### config.mk
export PLATFORM = sky130hd
export DESIGN_NAME = mem_stage_hs
export DESIGN_NICKNAME = d
export VERILOG_FILES = /design/src/rtl/mem_pkg.sv /design/src/rtl/mem_load_align.sv /design/src/rtl/mem_stage_hs.sv
export SDC_FILE = /design/constraint.sdc
export NUM_CORES = 1
export LEC_CHECK = 0
export BUFFER_PORTS_ARGS = -buffer_cell sky130_fd_sc_hd__clkbuf_2
export CAP_MARGIN = 25
export CORE_AREA = 5 5 199 201
export CTS_CLUSTER_DIAMETER = 100
export DETAILED_ROUTE_END_ITERATION = 10
export DIE_AREA = 0 0 204 206
export GPL_TIMING_DRIVEN = 0
export SLEW_MARGIN = 40
export SYNTH_ARGS = -nofsm -noshare
export SYNTH_HDL_FRONTEND = slang
export SYNTH_SLANG_ARGS = --single-unit
### constraint.sdc
create_clock -name clk -period 16.2 [get_ports clk]
set_clock_uncertainty 0.05 [all_clocks]
set_input_delay 3.24 -clock clk [delete_from_list [all_inputs] [get_ports clk]]
set_output_delay 3.24 -clock clk [all_outputs]
set_load 0.03 [all_outputs]
### src/rtl/mem_pkg.sv
// Shared constants, op-field indices and FSM encoding for the MEM stage.
// Build option: MEM_ALIGN_CHECK_EN widens the exception side-band with an ALE bit.
package mem_pkg;

    localparam int unsigned DATA_W      = 32;
    localparam int unsigned DISCARD_MAX = 3;
    localparam int unsigned CNT_W       = 2;
    localparam int unsigned CSR_W       = 112;
`ifdef MEM_ALIGN_CHECK_EN
    localparam int unsigned EXC_W       = 3;
`else
    localparam int unsigned EXC_W       = 2;
`endif
    localparam int unsigned ALE_BIT     = EXC_W - 1;
    localparam int unsigned OP_W        = 8;
    localparam int unsigned RF_ALL_W    = 6;
    localparam int unsigned MEM_RF_W    = RF_ALL_W + DATA_W;

    // exe_mem_op = {we,ld_b,ld_h,ld_w,ld_se,st_b,st_h,st_w}
    localparam int unsigned OP_WE    = 7;
    localparam int unsigned OP_LD_B  = 6;
    localparam int unsigned OP_LD_H  = 5;
    localparam int unsigned OP_LD_W  = 4;
    localparam int unsigned OP_LD_SE = 3;
    localparam int unsigned OP_ST_B  = 2;
    localparam int unsigned OP_ST_H  = 1;
    localparam int unsigned OP_ST_W  = 0;

    typedef enum logic [1:0] {
        SIZE_B = 2'd0,
        SIZE_H = 2'd1,
        SIZE_W = 2'd2
    } size_e;

    typedef enum logic [1:0] {
        IDLE = 2'd0,
        REQ  = 2'd1,
        WAIT = 2'd2,
        DONE = 2'd3
    } state_e;

    function automatic size_e op_size(input logic [OP_W-1:0] op);
        if (op[OP_LD_B] | op[OP_ST_B])      return SIZE_B;
        else if (op[OP_LD_H] | op[OP_ST_H]) return SIZE_H;
        else                                return SIZE_W;
    endfunction

endpackage

### src/rtl/mem_load_align.sv
// Selects the addressed byte/half of a read word and sign- or zero-extends it.
module mem_load_align
    import mem_pkg::*;
(
    input  logic [DATA_W-1:0] i_rdata,
    input  logic [1:0]        i_addr_lo,
    input  logic              i_ld_b,
    input  logic              i_ld_h,
    input  logic              i_ld_w,
    input  logic              i_ld_se,
    output logic [DATA_W-1:0] o_data
);

    logic [7:0]  w_byte;
    logic [15:0] w_half;

    always_comb begin
        w_byte = '0;
        case (i_addr_lo)
            2'd0:    w_byte = i_rdata[7:0];
            2'd1:    w_byte = i_rdata[15:8];
            2'd2:    w_byte = i_rdata[23:16];
            default: w_byte = i_rdata[31:24];
        endcase
        w_half = i_addr_lo[1] ? i_rdata[31:16] : i_rdata[15:0];

        o_data = '0;
        if (i_ld_b)
            o_data = {{24{i_ld_se & w_byte[7]}}, w_byte};
        else if (i_ld_h)
            o_data = {{16{i_ld_se & w_half[15]}}, w_half};
        else if (i_ld_w)
            o_data = i_rdata;
    end

endmodule

### src/rtl/mem_stage_hs.sv
// MEM pipeline stage with a req/addr_ok/data_ok data-memory handshake and flush discard.
// Build option: MEM_ALIGN_CHECK_EN raises ALE on misaligned half/word accesses.
module mem_stage_hs
    import mem_pkg::*;
(
    input  logic                clk,
    input  logic                resetn,
    input  logic                cancel,
    input  logic                exe_to_mem_valid,
    output logic                mem_allowin,
    input  logic [DATA_W-1:0]   exe_pc,
    input  logic [DATA_W-1:0]   exe_result,
    input  logic [OP_W-1:0]     exe_mem_op,
    input  logic                exe_res_from_mem,
    input  logic [DATA_W-1:0]   exe_st_data,
    input  logic [RF_ALL_W-1:0] exe_rf_all,
    input  logic [CSR_W-1:0]    exe_csr_rf,
    input  logic [EXC_W-1:0]    exe_exc_rf,
    output logic                mem_to_wb_valid,
    input  logic                wb_allowin,
    output logic [DATA_W-1:0]   mem_pc,
    output logic [MEM_RF_W-1:0] mem_rf_all,
    output logic [CSR_W-1:0]    mem_csr_rf,
    output logic [EXC_W-1:0]    mem_exc_rf,
    output logic                data_req,
    output logic                data_wr,
    output logic [1:0]          data_size,
    output logic [3:0]          data_wstrb,
    output logic [DATA_W-1:0]   data_addr,
    output logic [DATA_W-1:0]   data_wdata,
    input  logic                data_addr_ok,
    input  logic                data_data_ok,
    input  logic [DATA_W-1:0]   data_rdata
);

    state_e              r_state;
    logic                r_mem_valid;
    logic [CNT_W-1:0]    r_discard_cnt;
    logic [DATA_W-1:0]   r_pc;
    logic [DATA_W-1:0]   r_result;
    logic [DATA_W-1:0]   r_st_data;
    logic [DATA_W-1:0]   r_ld_data;
    logic [OP_W-1:0]     r_op;
    logic                r_res_from_mem;
    logic                r_rf_we;
    logic [4:0]          r_rf_waddr;
    logic [CSR_W-1:0]    r_csr;
    logic [EXC_W-1:0]    r_exc;

    logic                w_allowin;
    logic                w_capture;
    logic                w_req;
    logic                w_drop;
    logic                w_resp;
    logic                w_inc;
    logic [EXC_W-1:0]    w_cap_exc;
    logic                w_cap_rf_we;
    state_e              w_cap_state;
    logic [DATA_W-1:0]   w_ld_aligned;
    size_e               w_size;

    assign w_allowin = ~r_mem_valid | ((r_state == DONE) & wb_allowin);
    assign w_capture = exe_to_mem_valid & w_allowin;
    assign w_req     = (r_state == REQ) & (r_discard_cnt != CNT_W'(DISCARD_MAX));
    assign w_drop    = data_data_ok & (r_discard_cnt != '0);
    assign w_resp    = data_data_ok & ~w_drop & (r_state == WAIT);
    // A flushed request still owes a response unless that response lands this very cycle.
    assign w_inc     = cancel & (((r_state == WAIT) & ~w_resp) | (w_req & data_addr_ok));

    always_comb begin
        w_cap_exc   = exe_exc_rf;
        w_cap_rf_we = exe_rf_all[RF_ALL_W-1];
`ifdef MEM_ALIGN_CHECK_EN
        if (((exe_mem_op[OP_LD_H] | exe_mem_op[OP_ST_H]) & exe_result[0]) |
            ((exe_mem_op[OP_LD_W] | exe_mem_op[OP_ST_W]) & (exe_result[1:0] != 2'b00))) begin
            w_cap_exc[ALE_BIT] = 1'b1;
            w_cap_rf_we        = 1'b0;
        end
`endif
        w_cap_state = ((exe_mem_op[OP_WE] | exe_res_from_mem) & (w_cap_exc == '0)) ? REQ : DONE;
    end

    // Control state, valid and discard bookkeeping
    always_ff @(posedge clk) begin
        if (!resetn) begin
            r_mem_valid   <= 1'b0;
            r_state       <= IDLE;
            r_discard_cnt <= '0;
            r_rf_we       <= 1'b0;
            r_exc         <= '0;
        end else begin
            case ({w_inc, w_drop})
                2'b10:   r_discard_cnt <= r_discard_cnt + CNT_W'(1);
                2'b01:   r_discard_cnt <= r_discard_cnt - CNT_W'(1);
                default: r_discard_cnt <= r_discard_cnt;
            endcase

            if (cancel) begin
                r_mem_valid <= 1'b0;
                r_state     <= IDLE;
            end else if (w_capture) begin
                r_mem_valid <= 1'b1;
                r_state     <= w_cap_state;
                r_rf_we     <= w_cap_rf_we;
                r_exc       <= w_cap_exc;
            end else begin
                case (r_state)
                    REQ:  if (w_req & data_addr_ok) r_state <= WAIT;
                    WAIT: if (w_resp) r_state <= DONE;
                    DONE: if (wb_allowin) begin
                        r_mem_valid <= 1'b0;
                        r_state     <= IDLE;
                    end
                    default: r_state <= r_state;
                endcase
            end
        end
    end

    // Payload registers need no reset; they are qualified by r_mem_valid
    always_ff @(posedge clk) begin
        if (w_capture & ~cancel) begin
            r_pc           <= exe_pc;
            r_result       <= exe_result;
            r_op           <= exe_mem_op;
            r_res_from_mem <= exe_res_from_mem;
            r_st_data      <= exe_st_data;
            r_rf_waddr     <= exe_rf_all[4:0];
            r_csr          <= exe_csr_rf;
        end
        if (w_resp & r_res_from_mem)
            r_ld_data <= w_ld_aligned;
    end

    mem_load_align u_load_align (
        .i_rdata   (data_rdata),
        .i_addr_lo (r_result[1:0]),
        .i_ld_b    (r_op[OP_LD_B]),
        .i_ld_h    (r_op[OP_LD_H]),
        .i_ld_w    (r_op[OP_LD_W]),
        .i_ld_se   (r_op[OP_LD_SE]),
        .o_data    (w_ld_aligned)
    );

    assign w_size = op_size(r_op);

    always_comb begin
        data_wstrb = 4'b1111;
        data_wdata = r_st_data;
        case (w_size)
            SIZE_B: begin
                data_wstrb = 4'b0001 << r_result[1:0];
                data_wdata = {4{r_st_data[7:0]}};
            end
            SIZE_H: begin
                data_wstrb = r_result[1] ? 4'b1100 : 4'b0011;
                data_wdata = {2{r_st_data[15:0]}};
            end
            default: begin
                data_wstrb = 4'b1111;
                data_wdata = r_st_data;
            end
        endcase
    end

    assign mem_allowin     = w_allowin;
    assign mem_to_wb_valid = r_mem_valid & (r_state == DONE);
    assign data_req        = w_req;
    assign data_wr         = r_op[OP_WE];
    assign data_size       = w_size;
    assign data_addr       = r_result;
    assign mem_pc          = r_pc;
    assign mem_rf_all      = {r_rf_we, r_rf_waddr, r_res_from_mem ? r_ld_data : r_result};
    assign mem_csr_rf      = r_csr;
    assign mem_exc_rf      = r_exc;

endmodule

== Word level (Yosys, flattened, before mapping) ==
Cells that the tools add are included.
Storage, ports and cells
  word-level logic and storage cells: 86
  bits in registers: 262
Operators by class
  $add $sub $neg: 2
  bitwise gates (word level): 25
  shifts and indexed selects: 1
  equal/unequal tests: 12
  reductions and logical operators: 12
  mux-type cells: 21
Operator list (count)
  2-to-1 mux 32 bit: 4
  one-hot mux 32 bit (2 select lines): 1
  one-hot mux 8 bit (3 select lines): 1
  2-to-1 mux 16 bit: 1
  bitwise AND 1 bit: 15
  2-to-1 mux 2 bit: 7
  == test 2 x 1 -> 1 bit (second input constant): 4
  == test 2 bit (second input constant): 4
  one-hot mux 4 bit (2 select lines): 1
  nonzero test 2 bit: 4
  logical NOT 2 bit: 3
  != test 3 bit (second input constant): 2
  one-hot mux 2 bit (3 select lines): 1
  NOT 1 bit: 5
  OR 1 bit: 5
  2-to-1 mux 4 bit: 1
  one-hot mux 2 bit (2 select lines): 1
  AND reduction 2 bit: 2
  AND reduction 4 bit: 1
  nonzero test 4 bit: 1
  << shifter 1 x 2 -> 4 bit (first input constant): 1
  2-to-1 mux 1 bit: 3
  != test 3 x 2 -> 1 bit (second input constant): 1
  adder 2 x 1 -> 2 bit (second input constant): 1
  other kinds (3): 3

== Longest topological paths before layout ==
Gate-level depths: netlist of run 1.
  depth after elaboration: 11
  mapped depth: 9

== Hierarchy ==
Synthesis of run 1 repeated with hierarchy kept, for this count alone.
Second synthesis, totals
  cells, all modules: 556
  area, all modules: 9930.8 um2
Modules (own cells, without submodules)
  mem_stage_hs: sequential area each 7757.4 um2, area an instance 8926.1 um2, cells an instance 435, times used 1
  mem_load_align: sequential area each 0.0 um2, area an instance 1004.7 um2, cells an instance 121, times used 1

== Worst setup path after synthesis of run 1 ==
OpenSTA, ideal clock, no wires.
  path type: input-to-reg
  start point: input wb_allowin
  end point: register r_exc[0], in the netlist mem_exc_rf[0]
  stages on the path: 4
  data required time: 16017 ps
  library setup time: 133 ps
  path slack: 3010 ps
  arrival: 13008 ps
  path through: nand2_1 a211oi_2 mux2i_1 nor2b_1
Between the ends
  cells in the longest elaborated chain, start to end: 4
RTL lines
  start, declared: RTL line mem_stage_hs.sv:20  | input logic wb_allowin,
  bitwise AND 1 bit: RTL line mem_stage_hs.sv:62  | assign w_allowin = ~r_mem_valid | ((r_state == DONE) & wb_allowin);
  OR 1 bit: RTL line mem_stage_hs.sv:62
  bitwise AND 1 bit: RTL line mem_stage_hs.sv:63  | assign w_capture = exe_to_mem_valid & w_allowin;
  AND reduction 2 bit (no source line)
  end signal, assigned: RTL line mem_stage_hs.sv:105  | r_exc <= w_cap_exc;
  end, declared: RTL line mem_stage_hs.sv:48  | logic [EXC_W-1:0] r_exc;
No other way between the ends.
A chain may end at the register's enable or synchronous reset.

== Worst setup path after layout of run 1 ==
  start point: input wb_allowin
  end point: output mem_allowin
Between the ends
  cells in the longest elaborated chain, start to end: 2
RTL lines
  bitwise AND 1 bit: RTL line mem_stage_hs.sv:62
  OR 1 bit: RTL line mem_stage_hs.sv:62
  end, declared: RTL line mem_stage_hs.sv:10  | output logic mem_allowin,
No other way between the ends.

==> results of run 1 <==
==> stage by stage <==
| stage | hold slack (ns) | worst slack [ns] | power (mW) | area [sq um] | setup TNS, ns |
|---|---|---|---|---|---|
| 2_1_floorplan | 0.434 | 3.01 | 0.904 | 9750 | 0 |
| 3_3_place_gp | 0.449 | -1.18 | 0.989 | 13000 | -219.59 |
| 3_5_place_dp | 0.454 | 9.08 | 0.985 | 13200 | 0 |
| 4_1_cts | 0.471 | 9.08 | 1.71 | 14200 | 0 |
| 5_1_grt | 0.485 | 9.02 | 1.75 | 14200 | 0 |
| 6_report | 0.467 | 9.08 | 1.69 | 14200 | 0 |
==> cells in the final DEF (no fill, tap or decap), drive strengths merged <==
| cell | n |
|---|---|
| a211oi | 1 |
| a21boi | 2 |
| a21o | 4 |
| a21oi | 21 |
| a221oi | 1 |
| a222oi | 1 |
| a22oi | 17 |
| a311o | 1 |
| a31oi | 1 |
| and2 | 3 |
| and3 | 1 |
| and4 | 1 |
| buf | 48 |
| bufinv | 8 |
| clkbuf | 567 |
| clkinv | 5 |
| dfxtp | 8 |
| diode | 2 |
| edfxtp | 253 |
| ha | 4 |
| inv | 6 |
| mux2 | 37 |
| mux2i | 11 |
| mux4 | 8 |
| nand2 | 63 |
| nand2b | 2 |
| nand3 | 4 |
| nor2 | 8 |
| nor2b | 5 |
| o21ai | 44 |
| or2 | 2 |
| or3 | 1 |
| xnor2 | 2 |
==> final cells by class <==
class | count | area, sq um
antenna | 2 | 5.00
buffer | 33 | 201
clock buffer | 40 | 767
clock inverter | 13 | 275
fill | 3605 | 23200
inverter | 6 | 22.5
multi-input combinational | 245 | 1770
sequential | 261 | 7760
tap | 511 | 639
timing repair buffer | 542 | 2790
==> critical path, delay by kind of cell <==
family / cells / cell delay [ns]
simple gates: 2 / 0.27
buf+inv: 2 / 0.32
==> cell usage after synthesis (4+ instances only) <==
cell type	number	area, sq um
a21oi_2	10	87.6
dfxtp_1	8	160
a21o_1	4	30.0
clkbuf_1	7	26.3
o21ai_0	32	160
mux4_2	8	180
nand2_1	63	236
mux2_2	36	405
o21ai_1	12	60.1
a22oi_1	17	128
inv_1	5	18.8
buf_2	11	55.1
buf_4	11	82.6
nor2_1	6	22.5
edfxtp_1	253	7600
nor2b_1	5	31.3
mux2i_1	11	110
ha_1	4	50.1
a21oi_1	11	55.1
==> sequential cells by signal, indices dropped and copies added (netlist names) <==
name / cells
mem_csr_rf: 112
data_addr: 32
mem_pc: 32
r_ld_data: 32
r_st_data: 32
r_op: 7
r_rf_waddr: 5
mem_exc_rf: 2
r_discard_cnt: 2
r_state: 2
r_mem_valid: 1
r_res_from_mem: 1
r_rf_we: 1
==> cells by family (layout without fill, tap and decap cells) <==
kind of cell	count (synthesis)	count (layout)	synth area share, %
buf+inv	39	634	2.30
simple gates	90	90	4.13
other cells	0	2	0
xor+xnor	2	2	0.180
flops	261	261	79.6
mux	56	56	7.29
fa+ha+maj	4	4	0.514
compound gates	93	93	5.98
==> worst max path at each step <==
stage / to / slack [ns] / cells after the start
after floorplan: mem_exc_rf[0] / 3.01 / 4
after global placement: mem_exc_rf[0] / -1.18 / 5
after detailed placement: mem_allowin / 9.08 / 4
after CTS: mem_allowin / 9.08 / 4
after global routing: mem_allowin / 9.02 / 4
final: mem_allowin / 9.08 / 4
==> power groups by stage <==
| stage | registers [mW] | logic, mW | clock network (mW) |
|---|---|---|---|
| after detailed placement | 0.798 | 0.187 | 0 |
| after global placement | 0.810 | 0.179 | 0 |
| after CTS | 0.784 | 0.188 | 0.739 |
| after global routing | 0.786 | 0.197 | 0.770 |
| final | 0.784 | 0.185 | 0.720 |
| after floorplan | 0.842 | 0.0620 | 0 |
==> per-layer routing <==
metal	wire, um	global-route usage [%]
met2	17900	27.8
met3	3400	5.71
met4	1510	5.98
met1	12700	17.4
met5	40	0
==> impl_results.md, run 1 <==
- Number of global-route vias before repair: 7448
- P_int: 1.29 mW
- Synth Flop Type: edfxtp_1
- Cells after Synth: 545
- Hold path endpoint: mem_exc_rf[1]
- Clk root buf: clkbuf_16
- Setup crit end kind: output port
- Length of the first detailed-routing pass in iterations: 5
- Total CTS buffers: 29
- Nets: 1386
- Unique masters post-synth: 40
- Share of cells above drive strength 1: 58.6%
- Via density: 4.30
- Largest net degree at the start of global routing: 33
- Sw power: 394 uW
- Die span in y: 206 um
- Slowest cell delay on critical path: 0.22 ns
- CTS tree: done
- Crit Path Max Fanout: 4
- GP Congestion: 0.885
- HP Start: mem_exc_rf[1]
- Die Area: 0.0420 sq mm
- Rel. slew slack: 50.3%
- Synth warn: 0
- R2R depth: 8
- Crit path required time: 12.91 ns
- Post-DP HPWL: 29.3 mm
- Post-synthesis sequential area ratio: 79.6%
- Worst R2R Setup Slack: 13.51 ns
- Pleak: 6.02 nW
- Total length of routed wires: 35.5 mm
- Initial antenna violation count: 6
- Reg-to-Reg End: r_st_data[6]
- Tcrit/Tclk final: 44.0%
- Non-Filler Instances: 1653
- Slowest stage cell, crit path: clkbuf_2
- GR Overflow Total: 0
- RSZ-0062 raised after global routing: no
- Post-synth EDFFs: 253
- Setup Viol. Count Final: 0
- RR Startpoint: r_state[1]
- Row cnt: 71
- Slew Limit Fails: 0
- Initial DRC Count: 352
- Synth-to-layout area growth: 46.1%
- Peak VDD IR: 0.000100 V
- Post-cts resize count: 0
- Clock sinks: 261
- Antenna Nets Post-Route: 0
- Worst-Margin Slew: 0.745 ns
- DP Cell Count: 1598
- CP arrival: 3.83 ns
- Synth Net Count: 813
- Number of port buffers: 520
- Global-route wire length before repair: 49.0 mm
- Worst path cell trace: clkbuf_2 > nand2_1 > nand2_1 > clkbuf_2
- #FFs+latches synth: 261
- Type of origin of the critical path: primary input
- CTS clk-pin slew, worst paths: 0.06 ns
- Post-synth ARST share: 0%
- Num ports: 522
- H-tree Lvls: 1
- Cells on Worst Hold Path: 2
- CP Class: in -> out
- Max Cap Viol: 0
- Final Hold Vio Count: 0
- PwrDens: 119 mW/mm^2
- Clock Tree Buf Depth: 3
- Fmax: 140 MHz
- Post-route DRC: 0
- DR vias: 7109
- Clock latency on the worst-skew pair: 0.55 ns
- Fin util: 38.1%
- Clk pwr share: 42.6%
- Initial core utilization: 26.1%
- Power share of the sequential group: 46.4%
- CP startpoint: wb_allowin
- Die W: 204 um
- Post-CTS Setup Bufs: 0
- Drt wl/cell: 21.5 um
- Status: finished clean
- Switching share of power: 23.3%
- Syn avg cell area: 17.9 sq um
- Core ar.: 0.0374 sq mm
- Final Critical Period: 7.12 ns
- Combinational power share: 11.0%
- Hold_buf cts: 0
- Global-route usage over all layers: 15.7%
- Post-Syn Area: 0.00975 sq mm
- HP Class: reg -> reg
Note: power is estimated with default switching activity, not from simulation.
==> run 2: changes to the inputs <==
--- a/config.mk
+++ b/config.mk
@@ -5,12 +5,13 @@
 export SDC_FILE = /design/constraint.sdc
 export NUM_CORES = 1
 export LEC_CHECK = 0
+export ABC_AREA = 1
 export BUFFER_PORTS_ARGS = -buffer_cell sky130_fd_sc_hd__clkbuf_2
 export CAP_MARGIN = 25
-export CORE_AREA = 5 5 199 201
+export CORE_AREA = 5 5 197 199
 export CTS_CLUSTER_DIAMETER = 100
 export DETAILED_ROUTE_END_ITERATION = 10
-export DIE_AREA = 0 0 204 206
+export DIE_AREA = 0 0 202 204
 export GPL_TIMING_DRIVEN = 0
 export SLEW_MARGIN = 40
 export SYNTH_ARGS = -nofsm -noshare
==> constraint.sdc (replaced) <==
create_clock -name clk -period 6.3 [get_ports clk]
set_clock_uncertainty 0.05 [all_clocks]
set_input_delay 1.26 -clock clk [delete_from_list [all_inputs] [get_ports clk]]
set_output_delay 1.26 -clock clk [all_outputs]
set_load 0.03 [all_outputs]
==> run 2 against run 1 <==
Combinational power grew to 2.6 times the previous value. Wire length is 0.28% lower. Global-route usage is 0.44 points higher. First-iteration DRC count is 55% higher. Synthesized area is 1.4% higher. Hold slack worse by 0.052 ns. Non-clock buffer count is 19 lower. Final cell count is 6.8% higher. Critical path depth is 2 higher. Count of clock-buffer cells in the layout is 3 lower. Die area is 1.9% lower. Critical endpoint is now mem_rf_all[12].
==> impl_results.md, run 2 <==
- Status: finished clean (unchanged)
- Synth Net Count: 981 (was 813)
- Post-DP HPWL: 28.9 mm (was 29.3 mm)
- Core ar.: 0.0370 sq mm (was 0.0374 sq mm)
- Post-Synth Adder-Cell Area: 0.506% (was 0.514%)
- Nets: 1535 (was 1386)
- Initial core utilization: 26.7% (was 26.1%)
- CTS clk-pin slew, worst paths: 0.06 ns (about the same)
- H-tree Lvls: 1 (unchanged)
- Antenna Nets Post-Route: 0 (unchanged)
- Post-route DRC: 0 (unchanged)
- GR Overflow Total: 0 (unchanged)
- Most frequent cells after synthesis: edfxtp_1 (253), nand2_1 (244), o21ai_0 (42) (was edfxtp_1 (253), nand2_1 (63), mux2_2 (36))
- Total CTS buffers: 29 (unchanged)
- CP arrival: 2.25 ns (was 3.83 ns)
- Peak VDD IR: 0.000240 V (was 0.000100 V)
- Switching share of power: 25.4% (was 23.3%)
- Share of the synthesized area in the top cell type: 76.9% (was 78.0%)
- DR vias: 7696 (was 7109)
- Sw power: 1.04 mW (was 394 uW)
- P_int: 3.07 mW (was 1.29 mW)
- Syn avg cell area: 13.9 sq um (was 17.9 sq um)
- Post-synth ARST share: 0% (unchanged)
- Number of flip-flops in the largest register: 112 (unchanged)
- Crit path required time: 4.99 ns (was 12.91 ns)
- Final Critical Period: 3.56 ns
- Max Cap Viol: 0 (unchanged)
- Synth Flop Type: edfxtp_1 (unchanged)
- Post-synthesis sequential area ratio: 78.5% (was 79.6%)
- Global-route usage over all layers: 16.2% (was 15.7%)
- HP Class: reg -> reg (unchanged)
- Combinational power share: 11.7% (was 11.0%)
- Crit Path Max Fanout: 10 (was 4)
- Synth-to-layout area growth: 42.4% (was 46.1%)
- Most common cell after layout, fill and taps aside: clkbuf_2 (unchanged)
- Post-Syn Area: 0.00988 sq mm (was 0.00975 sq mm)
- Hold_buf cts: 0 (unchanged)
- Tcrit/Tclk final: 56.4%
- Type of origin of the critical path: register (was primary input)
- Slowest cell delay on critical path: 0.40 ns (was 0.22 ns)
- Share of cells above drive strength 1: 47.0% (was 58.6%)
- Clock latency on the worst-skew pair: 0.56 ns (was 0.55 ns)
- Most frequent cells in the layout: clkbuf_2 (521), edfxtp_1 (253), nand2_1 (244) (was clkbuf_2 (520), edfxtp_1 (253), nand2_1 (63))
- Worst R2R Setup Slack: 3.78 ns (was 13.51 ns)
- Post-cts resize count: 0 (unchanged)
- Final instance area: 0.0141 sq mm (was 0.0142 sq mm)
- RSZ-0062 raised after global routing: no (unchanged)
- Clock sinks: 261 (unchanged)
- Die span in y: 204 um (was 206 um)
- Mux cell area share after synthesis: 0% (was 7.29%)
- Setup crit end kind: output port (unchanged)
- Row cnt: 71 (unchanged)
- Area contributors post-synth: edfxtp_1 (77%), nand2_1 (9.3%), o21ai_0 (2.1%) (was edfxtp_1 (78%), mux2_2 (4.2%), nand2_1 (2.4%))
- CP Class: reg -> out (was in -> out)
- Post-synth EDFFs: 253 (unchanged)
- Slew Limit Fails: 0 (unchanged)
- Initial antenna violation count: 14 (was 6)
- Unique masters post-synth: 33 (was 40)
- #FFs+latches synth: 261 (unchanged)
- Simple-Gate Fraction of Synth Area: 11.8% (was 4.13%)
- GP Congestion: 0.844 (was 0.885)
- Worst-Margin Slew: 0.570 ns (was 0.745 ns)
- WP buf/inv: 4 (was 2)
- Synth area leader: edfxtp_1 (unchanged)
- Rel. slew slack: 62.0% (was 50.3%)
- CTS tree: done (unchanged)
- Clock Tree Buf Depth: 3 (unchanged)
- Post-CTS Setup Bufs: 0 (unchanged)
- Setup Viol. Count Final: 0 (unchanged)
- Final Hold Vio Count: 0 (unchanged)
- Clk root buf: clkbuf_16 (unchanged)
- Die W: 202 um (was 204 um)
- Clk pwr share: 39.2% (was 42.6%)
- Fmax: 281 MHz
- Number of global-route vias before repair: 7796 (was 7448)
- Largest family of logic cells by synthesized area: simple AND/OR/NAND/NOR gates (was multiplexers)
- Cells after Synth: 713 (was 545)
- Setup TNS Final: 0 ns (unchanged)
- Pleak: 6.33 nW (was 6.02 nW)
- Synth warn: 0 (unchanged)
- Fillers: 3662 (was 3605)
- Delay-heaviest family, CP: buffers and inverters (unchanged)
- Largest net degree at the start of global routing: 84 (was 33)
- PwrDens: 292 mW/mm^2 (was 119 mW/mm^2)
- Power share of the sequential group: 49.1% (was 46.4%)
- Most instantiated library cell after synthesis: edfxtp_1 (unchanged)
- Length of the first detailed-routing pass in iterations: 7 (was 5)
- Placed Area: 0.0132 sq mm (about the same)
- Die Area: 0.0412 sq mm (was 0.0420 sq mm)
- Worst path cell trace: clkbuf_1 > inv_1 > clkbuf_1 > nand2_1 > nand2_1 > clkbuf_2 (was clkbuf_2 > nand2_1 > nand2_1 > clkbuf_2)
- Synth Area in Compound Gates: 5.38% (was 5.98%)
- Number of port buffers: 520 (unchanged)
- XOR/XNOR Fraction of Synth Area: 0.0886% (was 0.180%)
- Initial DRC Count: 545 (was 352)
- Drt wl/cell: 20.1 um (was 21.5 um)
- Num ports: 522 (unchanged)
- Total length of routed wires: 35.4 mm (was 35.5 mm)
- Via density: 4.36 (was 4.30)
- Slowest stage cell, crit path: clkbuf_1 (was clkbuf_2)
- Global-route wire length before repair: 50.2 mm (was 49.0 mm)
==> run 2: power groups by stage <==
stage               sequential, mW  clock, mW  combinational [mW]
finish                        2.02       1.61               0.482
global route                  2.02       1.73               0.516
CTS                           2.02       1.66               0.489
detailed placement            2.06          0               0.488
global placement              2.06          0               0.476
floorplan                     2.16          0               0.167
==> run 2: path summary, 6_finish.rpt <==
check,startpoint,to,cells past startpoint
worst max-delay path,r_res_from_mem,mem_rf_all[12],6
worst min-delay path,mem_exc_rf[0],mem_exc_rf[0],2
worst max register to register,r_state[1],r_st_data[25],8
worst min register to register,mem_exc_rf[0],mem_exc_rf[0],2
==> run 2: layer usage <==
layer / vias to the layer above / track usage, % / part of all wire [%]
li1: 3624 / - / -
met5: - / 0 / 0.32
met4: 14 / 4.93 / 2.7
met2: 398 / 29.7 / 52
met3: 62 / 6.41 / 11
met1: 3598 / 17.0 / 34
==> run 2: layout make-up <==
class / instances / area [sq um] / area share, %
Multi-Input combinational cell: 378 / 1760 / 12.5
Buffer: 33 / 215 / 1.53
Inverter: 41 / 164 / 1.16
Timing Repair Buffer: 523 / 2670 / 19.0
Sequential cell: 261 / 7760 / 55.1
Clock inverter: 13 / 135 / 0.960
Clock buffer: 37 / 756 / 5.37
Tap cell: 474 / 593 / 4.21
Antenna cell: 6 / 15.0 / 0.107
==> run 2: metrics by stage <==
stage	setup WS, ns	std cells	hold slack, ns	util (%)	total power [mW]
after floorplan	1.61	713	0.396	-	2.32
after global placement	0.475	1707	0.405	35.3	2.54
after detailed placement	3.07	1710	0.410	35.5	2.54
after CTS	2.65	1760	0.419	37.9	4.17
after global routing	2.52	1761	0.442	38.0	4.27
final	2.74	1766	0.415	38.0	4.11
==> run 2: worst register-to-register path, cell delays in order, from the launching register on <==
cell and delay [ns]:
dfxtp_1 0.37, ha_1 0.23, nand2_1 0.11, nand2_2 0.09, nand2_2 0.09, inv_2 0.08
nand2_1 0.17, inv_8 0.46, buf_16 0.43
==> run 2: kinds of logic after synthesis <==
kind of cell | Yosys count
xor gates and xnor gates | 1
AOI/OAI and AO/OA | 86
adders and majority gates | 4
and+or+nand+nor | 287
buffers and inverters | 74
DFF | 261
